[src/rtl/macrow_seq_ctrl_if.sv]
// Command, operand-memory, MAC-row and result signals of the MAC row sequencer.
// slave is the sequencer's view; master is the host/memory/row side.
interface macrow_seq_ctrl_if #(
    parameter int DW    = 16,
    parameter int AW    = 8,
    parameter int NCOL  = 4,
    parameter int LEN_W = 8
);
    logic             start_i;
    logic [AW-1:0]    w_base_i;
    logic [AW-1:0]    x_base_i;
    logic [LEN_W-1:0] x_len_i;
    logic             busy_o;
    logic             done_o;
    logic             err_o;
    logic             mem_rd_o;
    logic [AW-1:0]    mem_addr_o;
    logic [DW-1:0]    mem_rdata_i;
    logic [NCOL-1:0]  enw_o;
    logic [DW-1:0]    w_o;
    logic             enx_o;
    logic [DW-1:0]    x_o;
    logic             valid_i;
    logic [DW-1:0]    y_i;
    logic             y_valid_o;
    logic [DW-1:0]    y_o;
    logic [LEN_W-1:0] y_idx_o;

    modport slave (
        input  start_i, w_base_i, x_base_i, x_len_i, mem_rdata_i, valid_i, y_i,
        output busy_o, done_o, err_o, mem_rd_o, mem_addr_o, enw_o, w_o, enx_o, x_o,
               y_valid_o, y_o, y_idx_o
    );

    modport master (
        output start_i, w_base_i, x_base_i, x_len_i, mem_rdata_i, valid_i, y_i,
        input  busy_o, done_o, err_o, mem_rd_o, mem_addr_o, enw_o, w_o, enx_o, x_o,
               y_valid_o, y_o, y_idx_o
    );
endinterface

[src/rtl/macrow_seq_ctrl.sv]
// Sequencer for the 4-column MAC row: loads NCOL weights, streams x_len X operands,
// collects results with a drain watchdog, then pulses done.
module macrow_seq_ctrl #(
    parameter int DW      = 16,
    parameter int AW      = 8,
    parameter int NCOL    = 4,
    parameter int LEN_W   = 8,
    parameter int TIMEOUT = 64
) (
    input  logic               clk,
    input  logic               reset_n,
    macrow_seq_ctrl_if.slave   bus
);
    typedef enum logic [2:0] {IDLE, LOADW, STREAMX, DRAIN, DONE} state_e;

    localparam int              WD_W  = $clog2(TIMEOUT + 1);
    localparam logic [NCOL-1:0] WSEL0 = NCOL'(1) << (NCOL - 1);

    state_e           state_q, state_d;
    logic [AW-1:0]    w_base_q, w_base_d, x_base_q, x_base_d, mem_addr_q, mem_addr_d;
    logic [LEN_W-1:0] x_len_q, x_len_d, cnt_q, cnt_d, rcnt_q, rcnt_d, y_idx_q, y_idx_d;
    logic [NCOL-1:0]  wsel_q, wsel_d, enw_q, enw_d;
    logic             rd_w_q, rd_w_d, rd_x_q, rd_x_d, enx_q, enx_d;
    logic             busy_q, busy_d, done_q, done_d, err_q, err_d, y_valid_q, y_valid_d;
    logic [DW-1:0]    w_q, w_d, x_q, x_d, y_q, y_d;
    logic [WD_W-1:0]  wd_q, wd_d;
    logic             valid_acc;

    always_comb begin
        state_d    = state_q;
        w_base_d   = w_base_q;
        x_base_d   = x_base_q;
        x_len_d    = x_len_q;
        mem_addr_d = mem_addr_q;
        cnt_d      = cnt_q;
        wsel_d     = wsel_q;
        busy_d     = busy_q;
        err_d      = err_q;
        done_d     = 1'b0;
        rd_w_d     = 1'b0;
        rd_x_d     = 1'b0;
        y_d        = y_q;
        y_idx_d    = y_idx_q;

        valid_acc = bus.valid_i && (state_q == STREAMX || state_q == DRAIN) && (rcnt_q < x_len_q);
        rcnt_d    = rcnt_q + LEN_W'(valid_acc);
        y_valid_d = valid_acc;
        if (valid_acc) begin
            y_d     = bus.y_i;
            y_idx_d = rcnt_q;
        end

        // Row strobes trail the read strobe by one cycle, matching memory latency.
        enw_d = rd_w_q ? wsel_q : '0;
        enx_d = rd_x_q;
        w_d   = (enw_q != '0) ? bus.mem_rdata_i : w_q;
        x_d   = enx_q ? bus.mem_rdata_i : x_q;
        wd_d  = (valid_acc || enx_q || state_q != DRAIN) ? '0 : wd_q + 1'b1;

        case (state_q)
            IDLE: if (bus.start_i) begin
                w_base_d   = bus.w_base_i;
                x_base_d   = bus.x_base_i;
                x_len_d    = bus.x_len_i;
                err_d      = 1'b0;
                busy_d     = 1'b1;
                rcnt_d     = '0;
                rd_w_d     = 1'b1;
                wsel_d     = WSEL0;
                mem_addr_d = bus.w_base_i;
                cnt_d      = LEN_W'(1);
                state_d    = LOADW;
            end
            LOADW: begin
                if (cnt_q < LEN_W'(NCOL)) begin
                    rd_w_d     = 1'b1;
                    wsel_d     = wsel_q >> 1;
                    mem_addr_d = w_base_q + AW'(cnt_q);
                    cnt_d      = cnt_q + 1'b1;
                end else if (x_len_q != '0) begin
                    // First X read overlaps the final enw pulse.
                    rd_x_d     = 1'b1;
                    mem_addr_d = x_base_q;
                    cnt_d      = LEN_W'(1);
                    state_d    = STREAMX;
                end else begin
                    state_d = DONE;
                end
            end
            STREAMX: begin
                if (cnt_q < x_len_q) begin
                    rd_x_d     = 1'b1;
                    mem_addr_d = x_base_q + AW'(cnt_q);
                    cnt_d      = cnt_q + 1'b1;
                end else begin
                    state_d = DRAIN;
                end
            end
            DRAIN: begin
                if (rcnt_d == x_len_q) begin
                    state_d = DONE;
                end else if (wd_d == WD_W'(TIMEOUT)) begin
                    err_d   = 1'b1;
                    state_d = DONE;
                end
            end
            DONE: begin
                done_d  = 1'b1;
                busy_d  = 1'b0;
                state_d = IDLE;
            end
            default: state_d = IDLE;
        endcase
    end

    always_ff @(posedge clk or negedge reset_n) begin
        if (!reset_n) begin
            state_q    <= IDLE;
            w_base_q   <= '0;
            x_base_q   <= '0;
            x_len_q    <= '0;
            mem_addr_q <= '0;
            cnt_q      <= '0;
            rcnt_q     <= '0;
            wsel_q     <= '0;
            enw_q      <= '0;
            rd_w_q     <= 1'b0;
            rd_x_q     <= 1'b0;
            enx_q      <= 1'b0;
            busy_q     <= 1'b0;
            done_q     <= 1'b0;
            err_q      <= 1'b0;
            w_q        <= '0;
            x_q        <= '0;
            y_q        <= '0;
            y_idx_q    <= '0;
            y_valid_q  <= 1'b0;
            wd_q       <= '0;
        end else begin
            state_q    <= state_d;
            w_base_q   <= w_base_d;
            x_base_q   <= x_base_d;
            x_len_q    <= x_len_d;
            mem_addr_q <= mem_addr_d;
            cnt_q      <= cnt_d;
            rcnt_q     <= rcnt_d;
            wsel_q     <= wsel_d;
            enw_q      <= enw_d;
            rd_w_q     <= rd_w_d;
            rd_x_q     <= rd_x_d;
            enx_q      <= enx_d;
            busy_q     <= busy_d;
            done_q     <= done_d;
            err_q      <= err_d;
            w_q        <= w_d;
            x_q        <= x_d;
            y_q        <= y_d;
            y_idx_q    <= y_idx_d;
            y_valid_q  <= y_valid_d;
            wd_q       <= wd_d;
        end
    end

    // Read data is live in the strobe cycle, so operands bypass their hold registers.
    assign bus.w_o        = (enw_q != '0) ? bus.mem_rdata_i : w_q;
    assign bus.x_o        = enx_q ? bus.mem_rdata_i : x_q;
    assign bus.enw_o      = enw_q;
    assign bus.enx_o      = enx_q;
    assign bus.mem_rd_o   = rd_w_q | rd_x_q;
    assign bus.mem_addr_o = mem_addr_q;
    assign bus.busy_o     = busy_q;
    assign bus.done_o     = done_q;
    assign bus.err_o      = err_q;
    assign bus.y_valid_o  = y_valid_q;
    assign bus.y_o        = y_q;
    assign bus.y_idx_o    = y_idx_q;
endmodule
[src/flat_wrapper.sv]
// flat-port wrapper written by rule: the top's interface ports become plain ports
module macrow_seq_ctrl_flat 
#(
    parameter int DW      = 16,
    parameter int AW      = 8,
    parameter int NCOL    = 4,
    parameter int LEN_W   = 8,
    parameter int TIMEOUT = 64
)
  (clk, reset_n, bus_start_i, bus_w_base_i, bus_x_base_i, bus_x_len_i, bus_mem_rdata_i, bus_valid_i, bus_y_i, bus_busy_o, bus_done_o, bus_err_o, bus_mem_rd_o, bus_mem_addr_o, bus_enw_o, bus_w_o, bus_enx_o, bus_x_o, bus_y_valid_o, bus_y_o, bus_y_idx_o);
  macrow_seq_ctrl_if #(.DW(DW), .AW(AW), .NCOL(NCOL), .LEN_W(LEN_W)) bus_i ();
  input  logic clk;
  input  logic reset_n;
  input wire logic [$bits(bus_i.start_i)-1:0] bus_start_i;
  input wire logic [$bits(bus_i.w_base_i)-1:0] bus_w_base_i;
  input wire logic [$bits(bus_i.x_base_i)-1:0] bus_x_base_i;
  input wire logic [$bits(bus_i.x_len_i)-1:0] bus_x_len_i;
  input wire logic [$bits(bus_i.mem_rdata_i)-1:0] bus_mem_rdata_i;
  input wire logic [$bits(bus_i.valid_i)-1:0] bus_valid_i;
  input wire logic [$bits(bus_i.y_i)-1:0] bus_y_i;
  output wire logic [$bits(bus_i.busy_o)-1:0] bus_busy_o;
  output wire logic [$bits(bus_i.done_o)-1:0] bus_done_o;
  output wire logic [$bits(bus_i.err_o)-1:0] bus_err_o;
  output wire logic [$bits(bus_i.mem_rd_o)-1:0] bus_mem_rd_o;
  output wire logic [$bits(bus_i.mem_addr_o)-1:0] bus_mem_addr_o;
  output wire logic [$bits(bus_i.enw_o)-1:0] bus_enw_o;
  output wire logic [$bits(bus_i.w_o)-1:0] bus_w_o;
  output wire logic [$bits(bus_i.enx_o)-1:0] bus_enx_o;
  output wire logic [$bits(bus_i.x_o)-1:0] bus_x_o;
  output wire logic [$bits(bus_i.y_valid_o)-1:0] bus_y_valid_o;
  output wire logic [$bits(bus_i.y_o)-1:0] bus_y_o;
  output wire logic [$bits(bus_i.y_idx_o)-1:0] bus_y_idx_o;
  assign bus_i.start_i = bus_start_i;
  assign bus_i.w_base_i = bus_w_base_i;
  assign bus_i.x_base_i = bus_x_base_i;
  assign bus_i.x_len_i = bus_x_len_i;
  assign bus_i.mem_rdata_i = bus_mem_rdata_i;
  assign bus_i.valid_i = bus_valid_i;
  assign bus_i.y_i = bus_y_i;
  assign bus_busy_o = bus_i.busy_o;
  assign bus_done_o = bus_i.done_o;
  assign bus_err_o = bus_i.err_o;
  assign bus_mem_rd_o = bus_i.mem_rd_o;
  assign bus_mem_addr_o = bus_i.mem_addr_o;
  assign bus_enw_o = bus_i.enw_o;
  assign bus_w_o = bus_i.w_o;
  assign bus_enx_o = bus_i.enx_o;
  assign bus_x_o = bus_i.x_o;
  assign bus_y_valid_o = bus_i.y_valid_o;
  assign bus_y_o = bus_i.y_o;
  assign bus_y_idx_o = bus_i.y_idx_o;
  macrow_seq_ctrl #(.DW(DW), .AW(AW), .NCOL(NCOL), .LEN_W(LEN_W), .TIMEOUT(TIMEOUT)) u_core (.clk(clk), .reset_n(reset_n), .bus(bus_i));
endmodule
[config.mk]
export PLATFORM = sky130hd
export DESIGN_NAME = macrow_seq_ctrl_flat
export DESIGN_NICKNAME = d
export VERILOG_FILES = /design/src/rtl/macrow_seq_ctrl_if.sv /design/src/rtl/macrow_seq_ctrl.sv /design/src/flat_wrapper.sv
export SDC_FILE = /design/constraint.sdc
export NUM_CORES = 1
export LEC_CHECK = 0
export BUFFER_PORTS_ARGS = -buffer_cell sky130_fd_sc_hd__buf_2
export CAP_MARGIN = 20
export CORE_MARGIN = 2
export CORE_UTILIZATION = 45
export DETAILED_ROUTE_END_ITERATION = 6
export PLACE_DENSITY_LB_ADDON = 0.1
export SYNTH_ARGS = -nofsm -noshare
export SYNTH_HDL_FRONTEND = slang
export SYNTH_SLANG_ARGS = --single-unit
[constraint.sdc]
create_clock -name clk -period 6.2 [get_ports clk]
set_input_delay 1.24 -clock clk [delete_from_list [all_inputs] [get_ports clk]]
set_output_delay 1.24 -clock clk [all_outputs]
set_load 0.02 [all_outputs]
# == Yosys cells after proc, flatten, opt, wreduce, memory -nomap -nowiden ==
# Index checks and enable logic that the tools add are counted.
# totals
ff_bits,129
in_bits,60
out_inout_bits,74
wordCells,104
# classes
add_sub_neg,5
n_lt_le_gt_ge,3
eq_ne,16
mux,40
bitwise,1
n_reduce_logical,18
# op_table
op,n
$mux 8,10
$pmux 8 s3,2
$mux 16,2
$mux 3,6
$add 8x8->8,2
$lt 8x8->1,2
$mux 4,3
$ne 2x2->1 const B,6
$pmux 3 s4,1
$reduce_and 4->1,3
$mux 1,10
$add 8x1->8,1
$add 8x1->8 const B,1
$eq 8x8->1,1
$lt 8x3->1 const B,1
$pmux 1 s2,4
$pmux 4 s2,1
$reduce_bool 8->1,1
$add 7x1->7 const B,1
$eq 7x7->1 const B,1
$mux 7,1
$eq 3x2->1 const B,2
$reduce_bool 2->1,3
$reduce_and 2->1,2
other kinds (13),16

# == Logic depth before layout (Yosys ltp) ==
# depth
ltp_word,11
ltp_mapped,14
ltp_nobuf,13

# == Least setup slack after synthesis ==
# No wires, ideal clock.
# synth_path
path_kind,input-to-reg
startpoint,input bus_valid_i
endpoint,register u_core.state_q[0]
setup_time_ps,124
arrival_ps,3443
t_required_ps,6076
path_slack_ps,2633
stages,11
cell_sequence,nand3b_1 -> a221oi_4 -> buf_6 -> ha_1 -> ha_1 -> xor2_1 -> nor3_1 -> o211ai_1 -> nor4_2 -> nor3_2 -> a211o_1
# synth_between
elab_chain_len,8
elab_cells_between_ends,12
classes_between,add/sub (1); eq/ne (3); mux (3); reduce/logical (5)
# synth_lines
element,line,source
start: declaration,flat_wrapper.sv:19,input wire logic [$bits(bus_i.valid_i)-1:0] bus_valid_i;
$logic_and 1x1->1 (*) (2 in a row),macrow_seq_ctrl.sv:45,valid_acc = bus.valid_i && (state_q == STREAMX || state_q == DRAIN) && (rcnt_q < x_len_q);
named net u_core.valid_acc,macrow_seq_ctrl.sv:27,logic valid_acc;
branches (longest 6 deep; another with $add 8x1->8),-,
end signal: assignment,macrow_seq_ctrl.sv:140,state_q <= state_d;
end: declaration,macrow_seq_ctrl.sv:19,"state_e state_q, state_d;"
# Mark *: on every way through the listed nets, which the timed path passes.
# A chain may end at the register's enable or synchronous reset.

# == Worst setup path in the final report ==
# layout_path
startpoint,register u_core.enw_q[1] (netlist: u_core.bus.enw_o[1])
endpoint,output bus_w_o[7]
# layout_between
elab_chain_len,2
# layout_lines
element,line,source
start: declaration,macrow_seq_ctrl.sv:22,"logic [NCOL-1:0] wsel_q, wsel_d, enw_q, enw_d;"
start signal: assignment,macrow_seq_ctrl.sv:148,enw_q <= enw_d;
$reduce_bool 4->1,macrow_seq_ctrl.sv:165,assign bus.w_o = (enw_q != '0) ? bus.mem_rdata_i : w_q;
$mux 16,-,
end: declaration,flat_wrapper.sv:27,output wire logic [$bits(bus_i.w_o)-1:0] bus_w_o;
# Every way passes these cells.

==> results.json <==
{
  "fillers": 1227,
  "fmax_mhz": 281,
  "p_per_area_nw_per_um2": 563,
  "setup-violations-final": 0,
  "netlist_area_um2": 6420,
  "hold_viol_final": 0,
  "synth_nets": 644,
  "cts-resized-gates": 0,
  "critPathLaunchType": "register",
  "antenna_found_initial": 0,
  "drt-vias-per-instance": 5.43,
  "synth_seq_area_share": 0.502,
  "grt_pass1_vias": 4746,
  "final.period_utilization": 0.574,
  "wl_mm": 14.4,
  "crit_path_end_kind": "primary output",
  "yosys.area.top_type": "dfrtp_1",
  "num_io_pins": 134,
  "numCtsBuffers": 17,
  "clk-insertion-delay-late_ps": 410,
  "synth-async-reset-ratio": 1.00,
  "grt_use_total": 0.201,
  "grt-ovfl-total": 0,
  "die_width_um": 123,
  "vias": 4741,
  "syn_to_final_growth_pct": 21.3,
  "rsz0062_at_grt": "no",
  "ir_drop_uv": 234,
  "synth_area_leaders": "dfrtp_1, mux2_2, ha_1",
  "worstHoldPathType": "register to register",
  "grt_pass1_wl_mm": 23.5,
  "grt_max_degree": 76,
  "fp-row-count": 43,
  "utilization": 0.559,
  "start_util": 0.461,
  "cp.required_ps": 4960,
  "wl_per_cell_um": 16.5,
  "cap_violations": 0,
  "port_buffers": 133,
  "critPathMaxFanout": 16,
  "finalClockSkew_ps": 5.82,
  "cts_buffer_depth": 2,
  "ant_nets": 0,
  "cp.arrival_ps": 2320,
  "final_common_cell": "buf_2",
  "hold_buffers": 0,
  "timing.hold.ws_ps": 376,
  "place.gp.congestion": 0.879,
  "ys_warn_count": 0,
  "synth_edf_count": 0,
  "power_w": 0.00439,
  "status": "completed",
  "die_h_um": 123,
  "core_area_um2": 13900,
  "synth_top_area_frac": 0.502,
  "crit_type": "register to primary output",
  "first_pass_iters": 5,
  "synth.avg_cell_area_um2": 11.7,
  "leakage_nw": 3.73,
  "h-tree-depth": 4,
  "ys_seq_elements": 129,
  "nets": 780,
  "post_cts_buffers": 0,
  "drt-initial-drc-count": 270,
  "yosysUniqueCellTypes": 61,
  "cts-root-buf": "clkbuf_16",
  "drive_gt1_frac": 0.365,
  "syn_inst": 550,
  "fp.dieArea_um2": 15200,
  "period_needed_ps": 3560,
  "drcViolationCount": 0,
  "clk_pin_slew_ps": 50,
  "num_antenna_cells": 0,
  "slew-limit-headroom": 0.313,
  "cts_sinks": 129,
  "fin_setup_tns_ps": 0,
  "cts_tree": "built",
  "layout_common_cells": "buf_2, dfrtp_1, mux2_2, nor2_1, o21ai_0",
  "slew_violations": 0,
  "tightestPinTransition_ps": 1020,
  "synth_flop_cell": "dfrtp_1",
  "place_hpwl_mm": 10.5
}
==> critical path, stage by stage, from the launching register on <==
cell	delay, ps
dfrtp_1	400
nor4_4	900
mux2_2	440
buf_2	160
==> layer usage <==
layer,vias to the layer above,GRT usage,share of wire
li1,2250,-,-
met1,2320,0.269,0.46
met2,145,0.312,0.47
met3,26,0.0484,0.056
met4,0,0.0881,0.021
met5,-,0,0
==> metrics by stage <==
stage,instance area [µm²],worst slack (ps),std cells
after CTS,7790,2570,873
after detailed placement,7250,2660,847
after floorplan,6420,2630,550
final,7790,2640,873
after global routing,7790,2490,873
after global placement,7250,2730,847
==> worst paths after layout <==
check | from | endpoint | slack (ps) | depth (start not counted)
worst max-delay path | u_core.bus.enw_o[1] | bus_w_o[7] | 2640 | 3
worst min-delay path | u_core.enx_d | u_core.bus.enx_o | 380 | 0
worst max register to register | u_core.x_len_q[1] | u_core.state_q[0] | 2830 | 13
worst min register to register | u_core.enx_d | u_core.bus.enx_o | 380 | 0
max in group asynchronous | reset_n | u_core.x_base_q[7] | 3990 | 2
min in group asynchronous | reset_n | u_core.w_q[1] | 940 | 1
==> cells in the mapped netlist (all sizes together), types with 2 or more instances <==
cell	n
nand3	8
inv	14
dfrtp	129
a221oi	5
nand2b	4
mux2	74
ha	32
clkbuf	11
nand2	32
a21oi	20
o21a	3
a21o	8
o22a	2
a211o	2
xnor2	14
xor2	21
nor3	10
buf	8
fa	2
o21bai	6
o21ai	36
nand4	4
and3	7
nor2b	7
nor4	7
nor2	39
a222oi	2
or3b	2
and4	3
a211oi	9
or3	2
a31oi	3
and2	8
nor3b	4
==> registers in the layout (all words and copies together), names as in the netlist <==
signal                 cells
u_core.wsel_q              4
u_core.rd_w_q              1
u_core.bus.enx_o           1
u_core.w_q                16
u_core.cnt_q               8
u_core.bus.y_o            16
u_core.bus.busy_o          1
u_core.bus.y_idx_o         8
u_core.x_base_q            8
u_core.bus.mem_addr_o      8
u_core.x_q                16
u_core.w_base_q            8
u_core.rcnt_q              8
u_core.x_len_q             8
u_core.bus.enw_o           4
u_core.bus.y_valid_o       1
u_core.enx_d               1
u_core.state_q             3
u_core.bus.done_o          1
u_core.bus.err_o           1
u_core.wd_q                7
==> power breakdown <==
group          total, W  internal [W]  switching [W]
combinational   0.00202      0.000857        0.00116
clock          0.000936      0.000595       0.000341
sequential      0.00143       0.00118       0.000252
total           0.00439       0.00263        0.00175
==> cells by family after synthesis <==
logic type	Yosys count	synth area share
compound gates	103	0.107
xor+xnor	35	0.0489
fa+ha+maj	34	0.0685
buf+inv	33	0.0236
flops	129	0.502
mux	75	0.131
simple gates	141	0.119
==> cell type report <==
type                       count  area, µm²  share of cell area
tap                          180        225              0.0289
clock inverter                 7       90.1              0.0116
clock buffer                  19        453              0.0581
timing repair buffer         136        691              0.0886
multi-input combinational    388       3050               0.392
inverter                      14       52.6             0.00674
sequential                   129       3230               0.414
Power figures use the tool's default switching activity.
